<file path="config.mk">
export PLATFORM = sky130hd
export DESIGN_NAME = sar_search
export DESIGN_NICKNAME = d
export VERILOG_FILES = /design/src/rtl/sar_search.sv
export SDC_FILE = /design/constraint.sdc
export NUM_CORES = 1
export LEC_CHECK = 0
export ABC_CLOCK_PERIOD_IN_PS = 3800
export CORE_MARGIN = 2
export CORE_UTILIZATION = 53
export CTS_BUF_LIST = sky130_fd_sc_hd__clkbuf_8
export DETAILED_ROUTE_END_ITERATION = 6
export PLACE_DENSITY_LB_ADDON = 0.15
export SYNTH_ARGS = -nofsm -noshare
export SYNTH_HDL_FRONTEND = slang
export SYNTH_SLANG_ARGS = --single-unit
</file>
<file path="constraint.sdc">
create_clock -name clk -period 3.8 [get_ports clk]
set_clock_uncertainty 0.1 [all_clocks]
set_input_delay 0.38 -clock clk [delete_from_list [all_inputs] [get_ports clk]]
set_output_delay 0.38 -clock clk [all_outputs]
set_load 0.02 [all_outputs]
</file>
<file path="src/rtl/sar_search.sv">
// Successive-approximation search engine. Drives a trial value onto the
// magnitude comparator's B operand and resolves the unknown A operand one
// bit per cycle, MSB first, with an early exit on equality.
//
// state | meaning
// IDLE  | waiting for start, trial parked at 0
// TRY   | one compare per cycle, refining trial bit k
// DONE  | one-cycle result pulse, trial held
module sar_search #(
   parameter int N  = 8,
   parameter int SW = 4
) (
   input  logic          clk,
   input  logic          rst,
   input  logic          start,
   input  logic          cmp_gr,
   input  logic          cmp_le,
   input  logic          cmp_eq,
   output logic [N-1:0]  trial,
   output logic          busy,
   output logic          done,
   output logic [N-1:0]  result,
   output logic [SW-1:0] steps,
   output logic          err
);

   localparam int KW = $clog2(N);

   typedef enum logic [1:0] {IDLE, TRY, DONE} state_t;

   state_t        state;
   logic [KW-1:0] k;
   logic [SW-1:0] cnt;
   logic [SW-1:0] cnt_nxt;
   logic          flags_ok;
   logic [N-1:0]  bit_k;
   logic [N-1:0]  bit_km1;

   // Flag validity and the bit masks for the bit currently being resolved.
   always_comb begin
      flags_ok = (cmp_gr ^ cmp_le ^ cmp_eq) & ~(cmp_gr & cmp_le & cmp_eq);
      bit_k    = {{(N-1){1'b0}}, 1'b1} << k;
      bit_km1  = bit_k >> 1;
      cnt_nxt  = cnt + 1'b1;
   end

   // Search sequencer; all outputs are registered here.
   always_ff @(posedge clk) begin
      if (rst) begin
         state  <= IDLE;
         trial  <= '0;
         busy   <= 1'b0;
         done   <= 1'b0;
         result <= '0;
         steps  <= '0;
         err    <= 1'b0;
         k      <= '0;
         cnt    <= '0;
      end else begin
         done <= 1'b0;
         case (state)
            IDLE: begin
               trial <= '0;
               busy  <= 1'b0;
               if (start) begin
                  trial <= {1'b1, {(N-1){1'b0}}};
                  k     <= KW'(N-1);
                  cnt   <= '0;
                  err   <= 1'b0;
                  busy  <= 1'b1;
                  state <= TRY;
               end
            end
            TRY: begin
               cnt <= cnt_nxt;
               // Any exit from TRY publishes the final compare count with done.
               if (!flags_ok || cmp_eq || k == '0) begin
                  state  <= DONE;
                  busy   <= 1'b0;
                  done   <= 1'b1;
                  steps  <= cnt_nxt;
                  result <= trial;
                  if (!flags_ok) begin
                     err <= 1'b1;
                  end else if (!cmp_eq) begin
                     // Last bit: "less" clears bit0, "greater" cannot happen.
                     if (cmp_le)
                        result <= trial & {{(N-1){1'b1}}, 1'b0};
                     else
                        err <= 1'b1;
                  end
               end else begin
                  if (cmp_gr)
                     trial <= trial | bit_km1;
                  else
                     trial <= (trial & ~bit_k) | bit_km1;
                  k <= k - 1'b1;
               end
            end
            DONE: begin
               trial <= '0;
               state <= IDLE;
            end
            default: state <= IDLE;
         endcase
      end
   end

endmodule
</file>
==> reports/metrics.csv, run 1 <==
stage,metric,value,unit
power_and_ir_drop,p_comb_share,20.3,%
finish,design_area,1971,µm²
global_route,grt_max_degree,34,
timing,report.final.hold_viol_count,0,
yosys,synthesis.area,1577,µm²
clock_network,cts_max_path_buffers,2,
drt,met2WireLength,1871,µm
job,max_cap_violations,0,
power_and_ir_drop,pwr_density_cell,435.1,nW/µm²
global_route,grt_pass1_wl,6134,µm
floorplan,ioPinCount,29,
power_and_ir_drop,p_leak,0.7082,nW
global_route,grt_pass1_vias,1371,
finish,fillCellCount,238,
power_and_ir_drop,pwr-share-seq,43.4,%
drt,met3_length,155,µm
placed_design,dp_slack,1.009,ns
finish,nets,230,
yosys,syn_area_per_cell,8.522,µm²
timing,tns,0,ns
yosys,synthArstFlopShare,0,%
yosys,yosys_warnings,0,
clock_network,cts.sinks,32,
global_route,grt_overflow_total,0,
finish,n_antenna_cell,0,
timing,rsz0062_at_grt,no,
finish,synthToLayoutAreaGrowth,25.00,%
clock_network,clkTransAtPathRegs,0.06,ns
floorplan,num_rows,19,
floorplan,core,2781,µm²
clock_network,cts_hold_buf,0,
placed_design,placed_area,1863,µm²
worst_setup_path,end_kind,register,
timing,worstMarginPinSlew,0.8684,ns
timing,maxSlewViolCount,0,
global_route,antenna_found_initial,0,
yosys,synthFlopType,dfxtp_1,
drt,top_layer,met4,
status,status,finished clean,
power_and_ir_drop,total_power,0.8575,mW
finish,most-common-layout-cells,"32 x dfxtp_1, 30 x nand2_1, 28 x clkdlybuf4s50_1",
placed_design,portBuffers,28,
drt,drt_pass1_iterations,4,
drt,wl_per_cell,14.93,µm
yosys,synth_fp_nets,202,
drt,remaining_drc_errors,0,
finish,drive_gt1_share,7.009,%
timing,fin_crit_sh,66.57,%
drt,ant_nets,0,
worst_setup_path,crit_required,3.90,ns
floorplan,fp.dieH,58.54,µm
worst_setup_path,start_kind,input port,
timing,max_freq,395.3,MHz
power_and_ir_drop,p_switching,0.2437,mW
power_and_ir_drop,switching_share,28.43,%
timing,relSlewSlack,42.10,%
worst_setup_path,cp_max_fo,23,
yosys,ys_seq_area_share,40.63,%
drt,viasPerCell,5.853,
drt,drt_iter0_drc,48,
clock_network,cts_setup_buffers,0,
yosys,synth_edf_count,0,
drt,wirelength,3658,µm
yosys,ys_ff_latch,32,
yosys,synthCells,185,
floorplan,die_width,58.54,µm
clock_network,cts_resized,0,
floorplan,start_util,56.68,%
timing,fin_ws,1.270,ns
drt,wl_met1,1567,µm
clock_network,clockRootBuffer,clkbuf_8,
clock_network,h-tree-depth,2,
clock_network,clk-insertion-delay-late,0.28,ns
hold_path,hp-class,register to register,
finish,ff_latch_area,640.6,µm²
placed_design,dp.final_hpwl,2575,µm
power_and_ir_drop,clkPwrFrac,36.3,%
power_and_ir_drop,internal_power,0.6137,mW
power_and_ir_drop,irDropWorstVdd,0.0004552,V
timing,hold_slack,0.3527,ns
clock_network,cts_tree,done,
timing,finalCriticalPeriod,2.530,ns
worst_setup_path,arrival,2.63,ns
floorplan,die-area,3427,µm²
yosys,ys_types,40,
drt,vias,1434,
placed_design,gp_congestion,0.7869,
timing,setup_viol,0,
finish,multi_input_area,865.8,µm²
clock_network,cts_buffers,5,
global_route,grt_use_total,23.48,%
finish,final_common_cell,dfxtp_1,
worst_setup_path,worstSetupPathType,input port to register,
area by class of cell:
type | instances | area share (%)
well taps | 31 | 1.968
clock buffers | 5 | 3.492
clock inverters | 3 | 1.968
repair buffers | 29 | 14.60
multi-input cells | 137 | 43.94
inverters | 8 | 1.524
flip-flops and latches | 32 | 32.51
worst paths after layout:
path	startpoint	endpoint	slack, ns	cells past startpoint
worst max-delay path	cmp_gr	k[2]	1.27	6
worst min-delay path	steps[0]	steps[0]	0.35	2
worst max register to register	k[0]	k[2]	1.60	6
worst min register to register	steps[0]	steps[0]	0.35	2
sequential cells by signal, indices dropped and copies added, names as in the netlist:
register and flops:
cnt 4, state 2, steps 4, err 1, busy 1, result 8
done 1, k 3, trial 8
cells in the mapped netlist (2+ instances only):
library cell,number,area [µm²]
a31oi_1,3,18.77
nor2_1,10,37.54
a211oi_1,3,22.52
buf_2,2,10.01
nand2b_1,2,12.51
ha_1,11,137.6
a21boi_0,2,15.01
nand3_1,4,20.02
clkbuf_1,4,15.01
buf_4,2,15.01
inv_1,7,26.28
a311oi_1,3,26.28
dfxtp_1,32,640.6
o21ai_0,11,55.05
nand3b_1,4,30.03
nor2b_1,4,25.02
o21ai_1,2,10.01
a22o_1,3,26.28
nand2_1,30,112.6
a21oi_1,25,125.1
mux2i_1,2,20.02
cells by family after synthesis:
kind of cell / synth area share (%)
compound gates: 23.18
xor+xnor: 1.111
simple gates: 18.97
fa+ha+maj: 8.730
mux: 2.936
buf+inv: 4.444
flops: 40.63
per-stage QoR:
step,utilization (%),std cells
after global placement,66.98,237
final,70.85,245
after floorplan,-,185
after CTS,70.85,245
after detailed placement,66.98,237
after global routing,70.85,245
per-layer routing:
layer	vias to the layer above	global-route usage (%)
li1	709	-
met1	681	27.70
met2	36	40.45
met3	8	4.615
met4	0	11.63
met5	-	0
worst max-delay path: stages:
cell	delay [ns]
clkdlybuf4s50_1	0.48
ha_1	0.34
ha_1	0.28
a21oi_2	0.73
o21ai_0	0.20
a31oi_1	0.21
power groups by stage:
stage | registers [mW] | clock network (mW) | logic [mW]
6_report | 0.372 | 0.312 | 0.174
5_1_grt | 0.375 | 0.328 | 0.193
4_1_cts | 0.372 | 0.317 | 0.172
3_3_place_gp | 0.378 | 0 | 0.166
3_5_place_dp | 0.380 | 0 | 0.170
2_1_floorplan | 0.383 | 0 | 0.118
No activity file was read; power rests on OpenSTA's default activity.
==> inputs of run 2 (changes only) <==
- ABC_CLOCK_PERIOD_IN_PS: 3800 -> 2600
- clock period: 3.8 -> 2.6 ns (I/O delays scaled with it)
==> run 2 against run 1 <==
Against the previous run:
- count of clock-buffer cells in the layout did not move
- sequential share of layout area fell by 0.25 points
- largest power group unchanged
- critical endpoint is now trial[2]
- wire length fell by 0.52%
- flip-flop and latch count did not move
- first-iteration DRC count did not move
- setup slack got worse by 0.76 ns
- register-to-register slack got worse by 0.97 ns
- final cell count rose by 0.82%
- highest routed layer unchanged
==> reports/metrics.csv, run 2 (same netlist as run 1, synthesis figures left out) <==
stage,metric,value,unit
floorplan,fp.dieH,58.54,µm
global_route,antenna_found_initial,0,
drt,wl_per_cell,14.73,µm
global_route,grt_pass1_wl,5816,µm
worst_setup_path,arrival,2.21,ns
floorplan,num_rows,19,
status,status,finished clean,
hold_path,worst_hold_path.endpoint,result[4],
worst_setup_path,worstRegToRegCells,6,
finish,final_common_cell,dfxtp_1,
floorplan,ioPinCount,29,
job,max_cap_violations,0,
worst_setup_path,slowest_stage,clkdlybuf4s50_1,
finish,most-common-layout-cells,"32 x dfxtp_1, 30 x nand2_1, 28 x clkdlybuf4s50_1",
finish,nets,232,
timing,finalCriticalPeriod,2.089,ns
drt,wirelength,3639,µm
power_and_ir_drop,pwr_density_cell,636.5,nW/µm²
drt,viasPerCell,5.874,
timing,report.final.hold_viol_count,0,
finish,utilization,71.39,%
clock_network,cts_max_path_buffers,2,
floorplan,die_width,58.54,µm
finish,synthToLayoutAreaGrowth,25.95,%
placed_design,gp_congestion,0.8379,
worst_setup_path,start_kind,input port,
finish,largestRegisters,"result (8), trial (8)",
finish,drive_gt1_share,7.870,%
worst_setup_path,worstSetupPathType,input port to register,
drt,vias,1451,
clock_network,cts_setup_buffers,0,
placed_design,dp.final_hpwl,2649,µm
global_route,grt_max_degree,33,
worst_setup_path,cp_max_fo,7,
clock_network,clk-insertion-delay-late,0.28,ns
hold_path,hold_depth,2,
power_and_ir_drop,total_power,1.264,mW
timing,tns,0,ns
placed_design,dp_slack,0.2284,ns
clock_network,cts_tree,done,
global_route,grt_overflow_total,0,
clock_network,clockRootBuffer,clkbuf_8,
clock_network,cts_hold_buf,0,
clock_network,clkTransAtPathRegs,0.06,ns
timing,worstMarginPinSlew,0.5068,ns
timing,hold_slack,0.3568,ns
finish,ff_latch_area,640.6,µm²
finish,fillCellCount,224,
timing,setup_viol,0,
worst_setup_path,max_stage_delay,0.48,ns
global_route,grt_pass1_vias,1292,
timing,maxSlewViolCount,0,
worst_setup_path,timing.critical_path.mode_cell,ha_1,
finish,n_antenna_cell,0,
drt,drt_iter0_drc,48,
global_route,grt_use_total,23.29,%
clock_network,h-tree-depth,2,
worst_setup_path,r2r-start,k[0],
clock_network,cts_buffers,5,
finish,multi_input_area,865.8,µm²
timing,max_freq,478.7,MHz
hold_path,hold_start,result[4],
placed_design,portBuffers,28,
timing,rsz0062_at_grt,no,
worst_setup_path,r2r-end,k[0],
drt,drt_pass1_iterations,4,
timing,relSlewSlack,66.09,%
worst_setup_path,r2r_slack,0.63,ns
clock_network,cts.sinks,32,
power_and_ir_drop,irDropWorstVdd,0.0006364,V
worst_setup_path,worstPathCellList,clkdlybuf4s50_1 > ha_1 > ha_1 > nand2_1 > nor4b_4 > o21ai_1 > a21oi_1,
power_and_ir_drop,p_leak,0.7186,nW
timing,fin_crit_sh,80.34,%
floorplan,start_util,56.68,%
clock_network,cts_resized,0,
floorplan,core,2781,µm²
hold_path,hp-class,register to register,
worst_setup_path,end_kind,register,
floorplan,die-area,3427,µm²
worst_setup_path,crit_required,2.72,ns
drt,remaining_drc_errors,0,
timing,fin_ws,0.5112,ns
drt,ant_nets,0,
-- run 2: final cells by class --
type	instances	share of cell area [%]
Clock buffer	5	3.466
Clock inverter	3	1.953
Inverter	8	1.512
Multi-Input combinational cell	137	43.60
Sequential cell	32	32.26
Tap cell	31	1.953
Timing Repair Buffer	31	15.25
-- run 2: critical path: cells and delay by family --
family | cells | cell delay [ns]
simple gates | 2 | 0.59
compound gates | 2 | 0.28
buf+inv | 1 | 0.48
fa+ha+maj | 2 | 0.59
-- run 2: per-stage QoR --
step | std cells | cell area, µm²
floorplan | 185 | 1577
global route | 247 | 1986
detailed placement | 239 | 1878
CTS | 247 | 1986
finish | 247 | 1986
global placement | 239 | 1878
-- run 2: routing by layer --
layer  global-route usage [%]  part of all wire (%)  up-vias
met3                    8.132                   6.3        8
li1                         -                     -      711
met2                    39.33                    49       57
met1                    24.93                    42      675
met4                    13.95                   2.5        0
met5                        0                     0        -
-- run 2: power breakdown --
part,internal (mW),switching [mW]
Combinational,0.106,0.153
Sequential,0.516,0.0290
Clock,0.280,0.179
Total,0.902,0.361
-- run 2: worst max path at each step --
| stage | from | endpoint | slack [ns] |
|---|---|---|---|
| 2_1_floorplan | cmp_gr | trial[0] | 0.96 |
| 3_3_place_gp | cmp_gr | k[1] | 0.30 |
| 3_5_place_dp | cmp_gr | k[0] | 0.23 |
| 4_1_cts | cmp_gr | k[0] | 0.52 |
| 5_1_grt | cmp_gr | k[0] | 0.36 |
| 6_report | cmp_gr | trial[2] | 0.51 |
==> inputs of run 3 (changes only) <==
- ABC_CLOCK_PERIOD_IN_PS: 2600 -> 1700
- CORE_UTILIZATION: 53 -> 48
- clock period: 2.6 -> 1.7 ns (I/O delays scaled with it)
==> run 3 against run 2 <==
Against the previous run:
- critical path depth fell by 3
- first-iteration DRC count increased by 110%
- die area grew 9.7%
- hold slack got worse by 0.00067 ns
- flip-flop and latch count unchanged
- final cell count is 11% higher
- count of clock-buffer cells in the layout stayed put
- global-route usage rose by 1.6 points
- sequential share of layout area shrank 2.9 points
- wire length up 16%
- largest cell class unchanged
- largest power group unchanged
==> reports/metrics.csv, run 3 (same netlist as run 1, synthesis figures left out) <==
stage,metric,value,unit
status,status,finished clean,
timing,max_freq,619.8,MHz
finish,most-common-layout-cells,"30 x nand2_1, 30 x dfxtp_1, 26 x clkdlybuf4s50_1",
clock_network,cts_max_path_buffers,2,
timing,rsz0062_at_grt,no,
finish,nets,246,
timing,setup_viol,0,
drt,wirelength,4229,µm
drt,wl_per_cell,15.43,µm
global_route,grt_pass1_vias,1532,
global_route,grt_use_total,24.89,%
hold_path,hp-class,register to register,
clock_network,clockRootBuffer,clkbuf_8,
placed_design,dp.final_hpwl,2912,µm
floorplan,num_rows,20,
drt,drt_pass1_iterations,4,
drt,remaining_drc_errors,0,
floorplan,fp.dieH,61.31,µm
worst_setup_path,crit_family,simple AND/OR/NAND/NOR gates,
floorplan,die-area,3759,µm²
timing,fin_crit_sh,94.91,%
worst_setup_path,slowest_stage,or3b_2,
finish,utilization,71.54,%
power_and_ir_drop,irDropWorstVdd,0.0006074,V
worst_setup_path,cp_max_fo,3,
placed_design,placed_area,2012,µm²
floorplan,die_width,61.31,µm
clock_network,h-tree-depth,2,
timing,report.final.hold_viol_count,0,
worst_setup_path,worstSetupPathType,register to register,
drt,ant_nets,0,
worst_setup_path,arrival,1.70,ns
power_and_ir_drop,p_leak,0.7994,nW
timing,maxSlewViolCount,0,
global_route,use_met3,6.933,%
job,max_cap_violations,0,
global_route,grt_use_met2,42.40,%
global_route,grt_pass1_wl,6782,µm
finish,synthToLayoutAreaGrowth,39.68,%
drt,viasPerCell,5.620,
global_route,grt-busiest-layer,met2,
worst_setup_path,max_stage_delay,0.46,ns
global_route,met1_usage,28.89,%
timing,worstMarginPinSlew,0.4142,ns
finish,largestRegisters,"result (8), trial (8)",
finish,design_area,2202,µm²
global_route,grt_overflow_total,0,
worst_setup_path,worstPathCellList,inv_1 > ha_4 > or3b_2 > o32ai_1,
clock_network,clkTransAtPathRegs,0.07,ns
placed_design,portBuffers,28,
clock_network,cts_buffers,5,
global_route,antenna_found_initial,0,
finish,n_antenna_cell,0,
power_and_ir_drop,pwr_density_cell,938.7,nW/µm²
drt,drt_iter0_drc,101,
global_route,grt_max_degree,33,
worst_setup_path,start_kind,register,
floorplan,ioPinCount,29,
placed_design,gp_congestion,0.8905,
floorplan,start_util,51.22,%
worst_setup_path,cp_num_buf_inv,1,
drt,vias,1540,
finish,drive_gt1_share,18.70,%
timing,finalCriticalPeriod,1.614,ns
clock_network,clk-insertion-delay-late,0.28,ns
worst_setup_path,crit_required,1.78,ns
timing,relSlewSlack,72.33,%
floorplan,core,3078,µm²
clock_network,cts_tree,done,
clock_network,cts.sinks,32,
worst_setup_path,end_kind,register,
run 3: cell count changes in the layout (fill, tap and decap cells not counted), sizes merged:
cell / before / now
buf: 3 / 17
clkdlybuf4s50: 28 / 26
dlygate4sd2: 0 / 2
run 3: routing by layer:
layer,part of all wire (%),vias up,routed length (µm)
met2,51,57,2144
met3,4.5,17,189
met1,41,727,1755
li1,-,739,-
met5,0,-,0
met4,3.3,0,140
run 3: tightest hold or removal path: stages, from the launching register on:
cell and delay (ns):
dfxtp_1 0.31, nand2_1 0.05, a21oi_1 0.05
run 3: cell type report:
cell class                 count  area, µm²
multi-input combinational    137      945.9
fill                         252      875.8
inverter                       8      30.03
clock buffer                   5      68.82
timing repair buffer          45      417.9
sequential                    32      645.6
tap                           44      55.05
clock inverter                 3      38.79
run 3: worst paths after layout:
check / startpoint / endpoint / slack [ns] / depth (start not counted)
worst max-delay path: state[0] / trial[7] / 0.09 / 4
worst min-delay path: result[6] / result[6] / 0.36 / 2
worst max register to register: state[0] / trial[7] / 0.09 / 4
worst min register to register: result[6] / result[6] / 0.36 / 2
run 3: power by group:
group          switching (mW)  total [mW]  internal (mW)
Sequential             0.0285       0.818          0.790
Clock                   0.276       0.704          0.428
Combinational           0.299       0.545          0.245
Total                   0.604        2.07           1.46
run 3: repair_timing:
| action | in CTS | in global routing |
|---|---|---|
| setup buffers | 0 | 0 |
| endpoints found under the setup margin | 16 | 27 |
| cloned | 0 | 0 |
| resized for setup | 7 | 13 |
| hold buffers | 0 | 0 |
| pin swaps | 2 | 2 |
run 3: metrics by stage:
step | total power, mW | TNS [ns] | hold WS, ns | setup WS (ns) | instances
floorplan | 1.120 | 0 | 0.1421 | 0.1203 | 185
CTS | 2.034 | 0 | 0.3622 | 0.001466 | 274
global placement | 1.298 | -7.517 | 0.3432 | -0.3648 | 266
detailed placement | 1.314 | -8.342 | 0.3531 | -0.4173 | 266
finish | 2.067 | 0 | 0.3561 | 0.08648 | 274
global route | 2.165 | 0 | 0.3888 | 0.007285 | 274
